**config.mk**
```make
export PLATFORM = sky130hd
export DESIGN_NAME = sfu_reduce_flat
export DESIGN_NICKNAME = d
export VERILOG_FILES = /design/src/rtl/sfu_pkg.sv /design/src/rtl/sfu_reduce_if.sv /design/src/rtl/sfu_sat_add.sv /design/src/rtl/sfu_reduce.sv /design/src/flat_wrapper.sv
export SDC_FILE = /design/constraint.sdc
export NUM_CORES = 1
export LEC_CHECK = 0
export ABC_AREA = 1
export BUFFER_PORTS_ARGS = -buffer_cell sky130_fd_sc_hd__buf_4
export CAP_MARGIN = 25
export CORE_MARGIN = 2
export CORE_UTILIZATION = 25
export CTS_CLUSTER_DIAMETER = 40
export CTS_CLUSTER_SIZE = 20
export DETAILED_ROUTE_END_ITERATION = 7
export PLACE_DENSITY = 0.44
export SLEW_MARGIN = 20
export SYNTH_ARGS = -nofsm -noshare
export SYNTH_HDL_FRONTEND = slang
export SYNTH_SLANG_ARGS = --single-unit
```
**constraint.sdc**
```tcl
create_clock -name clk -period 2.8 [get_ports clk]
set_input_delay 0.42 -clock clk [delete_from_list [all_inputs] [get_ports clk]]
set_output_delay 0.42 -clock clk [all_outputs]
set_load 0.05 [all_outputs]
```
**src/rtl/sfu_pkg.sv**
```systemverilog
// Shared definitions for the SFU reduction stage: FSM encodings and int8 limits.
package sfu_pkg;

    typedef enum logic [1:0] {
        ST_IDLE  = 2'd0,
        ST_ACCUM = 2'd1,
        ST_HOLD  = 2'd2
    } state_t;

    localparam logic signed [7:0] INT8_MIN = -8'sd128;
    localparam logic signed [7:0] INT8_MAX = 8'sd127;

endpackage

```
**src/rtl/sfu_reduce_if.sv**
```systemverilog
// Element stream in, result word out. Both sides use valid/ready: a transfer happens on a
// rising edge where valid and ready are both high; valid, once raised, holds its payload steady.
interface sfu_reduce_if #(
    parameter int ACC_W = 16,
    parameter int CNT_W = 8
);
    logic signed [7:0]       in_data;
    logic                    in_valid;
    logic                    in_last;
    logic                    in_ready;
    logic                    abort;
    logic signed [ACC_W-1:0] out_sum;
    logic signed [7:0]       out_max;
    logic signed [7:0]       out_min;
    logic [CNT_W-1:0]        out_count;
    logic                    out_ovf;
    logic                    out_valid;
    logic                    out_ready;

    modport master (
        output in_data, in_valid, in_last, abort, out_ready,
        input  in_ready, out_sum, out_max, out_min, out_count, out_ovf, out_valid
    );

    modport slave (
        input  in_data, in_valid, in_last, abort, out_ready,
        output in_ready, out_sum, out_max, out_min, out_count, out_ovf, out_valid
    );
endinterface

```
**src/rtl/sfu_sat_add.sv**
```systemverilog
// Combinational signed accumulator + sign-extended int8 add, clamped to the accumulator range.
module sfu_sat_add #(
    parameter int ACC_W = 16
) (
    input  logic signed [ACC_W-1:0] acc,
    input  logic signed [7:0]       x,
    output logic signed [ACC_W-1:0] sum,
    output logic                    sat
);
    logic signed [ACC_W:0] wide;

    always_comb begin
        wide = {acc[ACC_W-1], acc} + {{(ACC_W-7){x[7]}}, x};
        sum  = wide[ACC_W-1:0];
        sat  = 1'b0;
        // Top two bits disagree only when the true result left the ACC_W range.
        if (wide[ACC_W] != wide[ACC_W-1]) begin
            sat = 1'b1;
            sum = wide[ACC_W] ? {1'b1, {(ACC_W-1){1'b0}}} : {1'b0, {(ACC_W-1){1'b1}}};
        end
    end
endmodule

```
**src/rtl/sfu_reduce.sv**
```systemverilog
// Streaming per-vector sum/max/min/count reduction of the SFU int8 output stream.
module sfu_reduce
    import sfu_pkg::*;
#(
    parameter int ACC_W = 16,
    parameter int CNT_W = 8
) (
    input  logic         clk,
    input  logic         rst,
    sfu_reduce_if.slave  bus,
    output state_t       dbg_state
);
    localparam logic [CNT_W-1:0] CNT_MAX = {CNT_W{1'b1}};

    state_t                  state_q, state_d;
    logic signed [ACC_W-1:0] sum_q;
    logic signed [7:0]       max_q, min_q;
    logic [CNT_W-1:0]        cnt_q;
    logic                    ovf_q;
    logic                    accept;
    logic signed [ACC_W-1:0] sum_next;
    logic                    sum_sat;
    logic                    cnt_full;

    // abort outranks in_valid, so an aborted beat is never accepted.
    assign accept   = bus.in_valid && (state_q != ST_HOLD) && !bus.abort;
    assign cnt_full = (cnt_q == CNT_MAX);

    sfu_sat_add #(.ACC_W(ACC_W)) u_sat_add (
        .acc (sum_q),
        .x   (bus.in_data),
        .sum (sum_next),
        .sat (sum_sat)
    );

    always_ff @(posedge clk) begin
        if (rst) state_q <= ST_IDLE;
        else     state_q <= state_d;
    end

    always_comb begin
        state_d = state_q;
        unique case (state_q)
            ST_IDLE, ST_ACCUM: begin
                if (bus.abort)   state_d = ST_IDLE;
                else if (accept) state_d = bus.in_last ? ST_HOLD : ST_ACCUM;
            end
            ST_HOLD: begin
                // abort is deliberately ignored here: a finished result is always delivered.
                if (bus.out_ready) state_d = ST_IDLE;
            end
            default: state_d = ST_IDLE;
        endcase
    end

    always_ff @(posedge clk) begin
        if (rst) begin
            sum_q <= '0;
            max_q <= '0;
            min_q <= '0;
            cnt_q <= '0;
            ovf_q <= 1'b0;
        end else if (accept) begin
            if (state_q == ST_IDLE) begin
                sum_q <= {{(ACC_W-8){bus.in_data[7]}}, bus.in_data};
                max_q <= bus.in_data;
                min_q <= bus.in_data;
                cnt_q <= CNT_W'(1);
                ovf_q <= 1'b0;
            end else begin
                sum_q <= sum_next;
                if (bus.in_data > max_q) max_q <= bus.in_data;
                if (bus.in_data < min_q) min_q <= bus.in_data;
                // Count sticks at its maximum; an uncountable element flags overflow.
                if (!cnt_full) cnt_q <= cnt_q + CNT_W'(1);
                ovf_q <= ovf_q | sum_sat | cnt_full;
            end
        end
    end

    assign bus.in_ready  = (state_q != ST_HOLD);
    assign bus.out_valid = (state_q == ST_HOLD);
    assign bus.out_sum   = sum_q;
    assign bus.out_max   = max_q;
    assign bus.out_min   = min_q;
    assign bus.out_count = cnt_q;
    assign bus.out_ovf   = ovf_q;
    assign dbg_state     = state_q;
endmodule

```
**src/flat_wrapper.sv**
```systemverilog
// flat-port wrapper written by rule: the top's interface ports become plain ports
module sfu_reduce_flat import sfu_pkg::*;
#(
    parameter int ACC_W = 16,
    parameter int CNT_W = 8
)
  (clk, rst, dbg_state, bus_in_data, bus_in_valid, bus_in_last, bus_abort, bus_out_ready, bus_in_ready, bus_out_sum, bus_out_max, bus_out_min, bus_out_count, bus_out_ovf, bus_out_valid);
  sfu_reduce_if #(.ACC_W(ACC_W), .CNT_W(CNT_W)) bus_i ();
  input  logic clk;
  input  logic rst;
  output state_t dbg_state;
  input wire logic [$bits(bus_i.in_data)-1:0] bus_in_data;
  input wire logic [$bits(bus_i.in_valid)-1:0] bus_in_valid;
  input wire logic [$bits(bus_i.in_last)-1:0] bus_in_last;
  input wire logic [$bits(bus_i.abort)-1:0] bus_abort;
  input wire logic [$bits(bus_i.out_ready)-1:0] bus_out_ready;
  output wire logic [$bits(bus_i.in_ready)-1:0] bus_in_ready;
  output wire logic [$bits(bus_i.out_sum)-1:0] bus_out_sum;
  output wire logic [$bits(bus_i.out_max)-1:0] bus_out_max;
  output wire logic [$bits(bus_i.out_min)-1:0] bus_out_min;
  output wire logic [$bits(bus_i.out_count)-1:0] bus_out_count;
  output wire logic [$bits(bus_i.out_ovf)-1:0] bus_out_ovf;
  output wire logic [$bits(bus_i.out_valid)-1:0] bus_out_valid;
  assign bus_i.in_data = bus_in_data;
  assign bus_i.in_valid = bus_in_valid;
  assign bus_i.in_last = bus_in_last;
  assign bus_i.abort = bus_abort;
  assign bus_i.out_ready = bus_out_ready;
  assign bus_in_ready = bus_i.in_ready;
  assign bus_out_sum = bus_i.out_sum;
  assign bus_out_max = bus_i.out_max;
  assign bus_out_min = bus_i.out_min;
  assign bus_out_count = bus_i.out_count;
  assign bus_out_ovf = bus_i.out_ovf;
  assign bus_out_valid = bus_i.out_valid;
  sfu_reduce #(.ACC_W(ACC_W), .CNT_W(CNT_W)) u_core (.clk(clk), .rst(rst), .bus(bus_i), .dbg_state(dbg_state));
endmodule
```
Word-level counts from Yosys, hierarchy flattened. Cells that the tools add are included.

Flip-flop bits (word level): 43. Input bits: 14. Word-level logic and storage cells: 47.

Add/sub/neg operators: 2. Order comparisons: 2. Eq/ne operators: 8. Mux-type cells: 16. Bitwise logic cells: 2. Reductions and logical operators: 11.

Operator list (count): 2-to-1 mux 16 bit (3); 2-to-1 mux 8 bit (6); adder 16 x 8 -> 17 bit (1); adder 8 x 1 -> 8 bit (second input constant) (1); == test 8 bit (second input constant) (1); > comparator 8 bit (1); less-than comparator 8 bit (1); 2-to-1 mux 2 bit (4); AND reduction 2 bit (4); inequality test 2 bit (second input constant) (3); one-hot mux 2 bit (2 select lines) (1); nonzero test 2 bit (2); inequality test 3 x 2 -> 1 bit (second input constant) (1); == test 2 x 1 -> 1 bit (second input constant) (1); == test 2 bit (second input constant) (1); logical AND 1 bit (2); logical NOT 2 bit (1); 2-to-1 mux 1 bit (2); OR 1 bit (2); OR reduction 2 bit (1); logical NOT 1 bit (1); inequality test 1 bit (1).

Depth between registers and ports, before layout.
Depth after elaboration: 6. Depth in mapped cells: 18. Depth with buffers taken out: 17.

Cells and area by module. A second synthesis with hierarchy kept.

Cells, all modules: 523. Area total of the unflattened synthesis: 3517.1 um^2.

By module, submodules not included: sfu_reduce (times used 1, cells an instance 329, area each 2363.5 um^2, seq. area each 860.8 um^2); sfu_sat_add (times used 1, cells an instance 194, area each 1153.6 um^2, seq. area each 0.0 um^2).

Least setup slack after synthesis. No wires, ideal clock.

Path type: reg-to-reg. Start: register u_core.state_q[1], in the netlist u_core.dbg_state[1]. End: register u_core.max_q[0], in the netlist u_core.bus.out_max[0]. Data arrival time: 2.820 ns. Data required time: 2.676 ns. Slack: -0.144 ns. Cell stages (with the launch flop): 10. Path buffers: 0. Clock period less this slack: 2.944 ns. Cell sequence: dfxtp_1 inv_1 nor2_1 inv_1 nand2_2 a21oi_1 nand3_1 nand2_1 o21ai_0 a21oi_1.

Cells in the longest elaborated chain, start to end: 4. Elaborated cells on any way between the ends: 7. Those cells by class: eq/ne: 1; mux: 1; reduce/logical: 5.

RTL lines: start: declaration (RTL line sfu_reduce.sv:15) `state_t state_q, state_d;`; start signal: assignment (RTL line sfu_reduce.sv:38) `else state_q <= state_d;`; inequality test 2 bit; net bus_in_ready (RTL line flat_wrapper.sv:17) `output wire logic [$bits(bus_i.in_ready)-1:0] bus_in_ready;`; logical AND 1 bit (2 in series) (RTL line sfu_reduce.sv:26) `assign accept = bus.in_valid && (state_q != ST_HOLD) && !bus.abort;`; AND reduction 2 bit (no source line); end signal: assignment (RTL line sfu_reduce.sv:66) `max_q <= bus.in_data;`; end signal: assignment (RTL line sfu_reduce.sv:72) `if (bus.in_data > max_q) max_q <= bus.in_data;`; end: declaration (RTL line sfu_reduce.sv:17) `logic signed [7:0] max_q, min_q;`.

The timed path passes the listed nets, and every way through them passes these cells. A chain may end at the register's enable or synchronous reset.

Final worst setup path.
Start: register u_core.sum_q[0], in the netlist u_core.bus.out_sum[0]. End: register u_core.sum_q[6], in the netlist u_core.bus.out_sum[6].

Cells in the longest elaborated chain, start to end: 4. Elaborated cells on any way between the ends: 5. Those cells by class: add/sub: 1; eq/ne: 1; mux: 3.

RTL lines: start: declaration (RTL line sfu_reduce.sv:16) `logic signed [ACC_W-1:0] sum_q;`; start signal: assignment (RTL line sfu_reduce.sv:65) `sum_q <= {{(ACC_W-8){bus.in_data[7]}}, bus.in_data};`; start signal: assignment (RTL line sfu_reduce.sv:71) `sum_q <= sum_next;`; adder 16 x 8 -> 17 bit (*) (RTL line sfu_sat_add.sv:13) `wide = {acc[ACC_W-1], acc} + {{(ACC_W-7){x[7]}}, x};`; 2-to-1 mux 16 bit / inequality test 1 bit (equally long branches) (RTL line sfu_sat_add.sv:19, sfu_sat_add.sv:17); 2-to-1 mux 16 bit (*) (RTL line sfu_sat_add.sv:17) `if (wide[ACC_W] != wide[ACC_W-1]) begin`; 2-to-1 mux 16 bit (*) (RTL line sfu_reduce.sv:64) `if (state_q == ST_IDLE) begin`.

Every way passes the cells marked *; elsewhere a longest branch is shown, timed or not.

==> results.tsv <==
metric	value	unit
seq_area_frac_synth	25.8	%
post-route-min-period	2.33	ns
overflow	0	
whs	0.402	ns
drt_pass1_iterations	5	
post-place-cells	725	
wl_per_cell	13.0	um
finalHoldViolCount	0	
slew_headroom	55.6	%
dpl.hpwl	7.21	mm
power_density	511	nW/um2
rsz0062_at_grt	false	
gp_congestion	0.841	
skew	0.00684	ns
num_vias	3284	
yosysWarningCount	0	
dieWidth	120	um
finalSetupViolations	0	
final_util	31.7	%
yosys.area.top_type_share	25.8	%
clock_path_buffers	2	
crit_chain	ha_1 > inv_1 > fa_1 > inv_1 > nand2_1 > nand2_1 > nand3_2 > nand2_2 > nand2_2 > nand3_2 > nand2_4 > a21oi_4 > buf_12 > nand2_1 > nand2_1 > a21oi_1	
clk_pin_slew	0.07	ns
crit_top_cell	nand2_1	
worst_pin_slew	0.664	ns
cts_made_buffers	5	
rows	42	
fillerInstances	1488	
cp_max_fo	15	
grt_start_max_net_pins	34	
area_growth	24.6	%
syn_avg_cell_area	6.75	um2
grt_util_all_layers	13.7	%
drc	0	
critical_path.slowest_cell	dfxtp_1	
synth.distinct_cells	35	
total_leakage_power	0.00199	uW
irDropWorstVdd	0.000223	V
nNetsFinal	603	
ys_ff_latch	43	
final_max_slew_viol_count	0	
hold_buffers	0	
grt_pass1_wl	15.8	mm
cts_root_buf	clkbuf_16	
drive_above_1_share	23.7	%
insertion_delay	0.29	ns
yosysTopAreaCell	dfxtp_1	
path_class	reg -> reg	
ys_top_cells_by_area	dfxtp_1, nand2_1, ha_1	
crit_path_start_kind	flop	
cts_resized	0	
drt_iter0_drc	206	
tns	0	ns
critPathArrivalTime	2.49	ns
place_ws	0.332	ns
design.die.area	14300	um2
clkSinkCount	43	
finalNonFillerCells	733	
status	completed	
critPathCaptureType	flop	
crit_path_max_incr_delay	0.39	ns
worstHoldPathType	in -> reg	
core-area	13100	um2
ant_nets	0	
io_pins	59	
cp_data_required_time	2.96	ns
start_util	25.4	%
synth.cell_area	3340	um2
antenna_found_initial	0	
cts_tree	yes	
numPortBuffers	58	
post-cts-setup-buffers	0	
vias_per_cell	4.48	
antenna_cells	0	
dieHeight	120	um
fmax	0.429	GHz
grt_pass1_vias	3186	
layout_worst_path_cycle_share	83.3	%
cts.htree.levels	2	
finalWirelength	9.53	mm
syn_inst	495	
synth_nets	542	
maxCapViolCount	0	
setup_ws	0.468	ns
-- power by group --
group / switching [uW] / internal (uW)
logic: 494 / 241
clock network: 267 / 445
registers: 34.3 / 649
-- metrics by stage --
step | total power, uW | instance area, um2
after global routing | 2280 | 4170
after floorplan | 1240 | 3340
final | 2130 | 4170
after global placement | 1440 | 3990
after detailed placement | 1440 | 3990
after CTS | 2170 | 4170
-- path summary, 6_finish.rpt --
| kind | from | endpoint | slack (ns) | depth (start not counted) |
|---|---|---|---|---|
| worst max-delay path | u_core.bus.out_sum[0] | u_core.bus.out_sum[6] | 0.47 | 16 |
| worst min-delay path | bus_in_last | u_core.dbg_state[0] | 0.40 | 3 |
| worst max register to register | u_core.bus.out_sum[0] | u_core.bus.out_sum[6] | 0.47 | 16 |
| worst min register to register | u_core.bus.out_sum[5] | u_core.bus.out_sum[5] | 0.49 | 2 |
-- layout make-up --
type / instances / area, um2 / share of cell area (%)
inverters: 66 / 248 / 5.95
repair buffers: 63 / 485 / 11.7
flip-flops and latches: 43 / 861 / 20.7
multi-input cells: 377 / 2180 / 52.3
well taps: 176 / 220 / 5.29
clock inverters: 2 / 35.0 / 0.841
clock buffers: 6 / 139 / 3.33
-- synth_stat cells, drive strengths merged --
cell type / number
a21oi: 62
nor3: 8
nand3: 31
o211ai: 1
nand2: 174
a31oi: 1
or3: 1
inv: 66
nand4: 3
buf: 4
clkbuf: 5
xor2: 9
a221oi: 2
nor2: 34
and2: 1
or2: 2
xnor2: 4
ha: 32
o21bai: 3
o21ai: 7
fa: 1
nor3b: 1
dfxtp: 43
-- sequential cells by signal, summed over array words and instances (netlist names) --
name	count
u_core.bus.out_count	8
u_core.bus.out_min	8
u_core.bus.out_ovf	1
u_core.dbg_state	2
u_core.bus.out_sum	16
u_core.bus.out_max	8
-- metal layers --
metal  up-vias  track usage (%)  wire length, um
li1       1713                -                -
met1      1516             17.5             4490
met2        47             23.8             4590
met3         8             2.52              323
met4         0             3.60              122
met5         -                0                0
-- critical path, delay by kind of cell (launching register included) --
kind	cells	cell delay, ns
adders and majority gates	2	0.59
and+or+nand+nor	9	0.67
AOI/OAI and AO/OA	2	0.22
buffers and inverters	3	0.31
DFF	1	0.39
-- cells in the final DEF, fill, tap and decap left out, types with 2 or more instances in the layout --
| cell | count |
|---|---|
| nand3_1 | 27 |
| nand2_1 | 143 |
| ha_1 | 32 |
| nand4_1 | 3 |
| clkbuf_16 | 5 |
| inv_2 | 2 |
| xnor2_1 | 4 |
| a21oi_1 | 45 |
| o21bai_1 | 3 |
| nor3_2 | 3 |
| nor2_2 | 3 |
| o21ai_0 | 7 |
| nor3_1 | 5 |
| nand2_2 | 29 |
| nor2_1 | 31 |
| a21oi_2 | 14 |
| xor2_1 | 9 |
| nand3_2 | 4 |
| dfxtp_1 | 43 |
| a21oi_4 | 3 |
| a221oi_1 | 2 |
| inv_1 | 64 |
| buf_4 | 62 |
| nand2_4 | 2 |
-- logic make-up (layout without fill, tap and decap cells) --
family,Yosys count,after routing,share of synthesized area (%)
AND/OR/NAND/NOR,255,255,34.6
AO/OA/AOI/OAI,76,76,14.5
buffers and inverters,75,137,9.17
flip-flops,43,43,25.8
adder cells (fa/ha/maj),33,33,12.6
XOR/XNOR,13,13,3.41
Power figures use the tool's default switching activity.
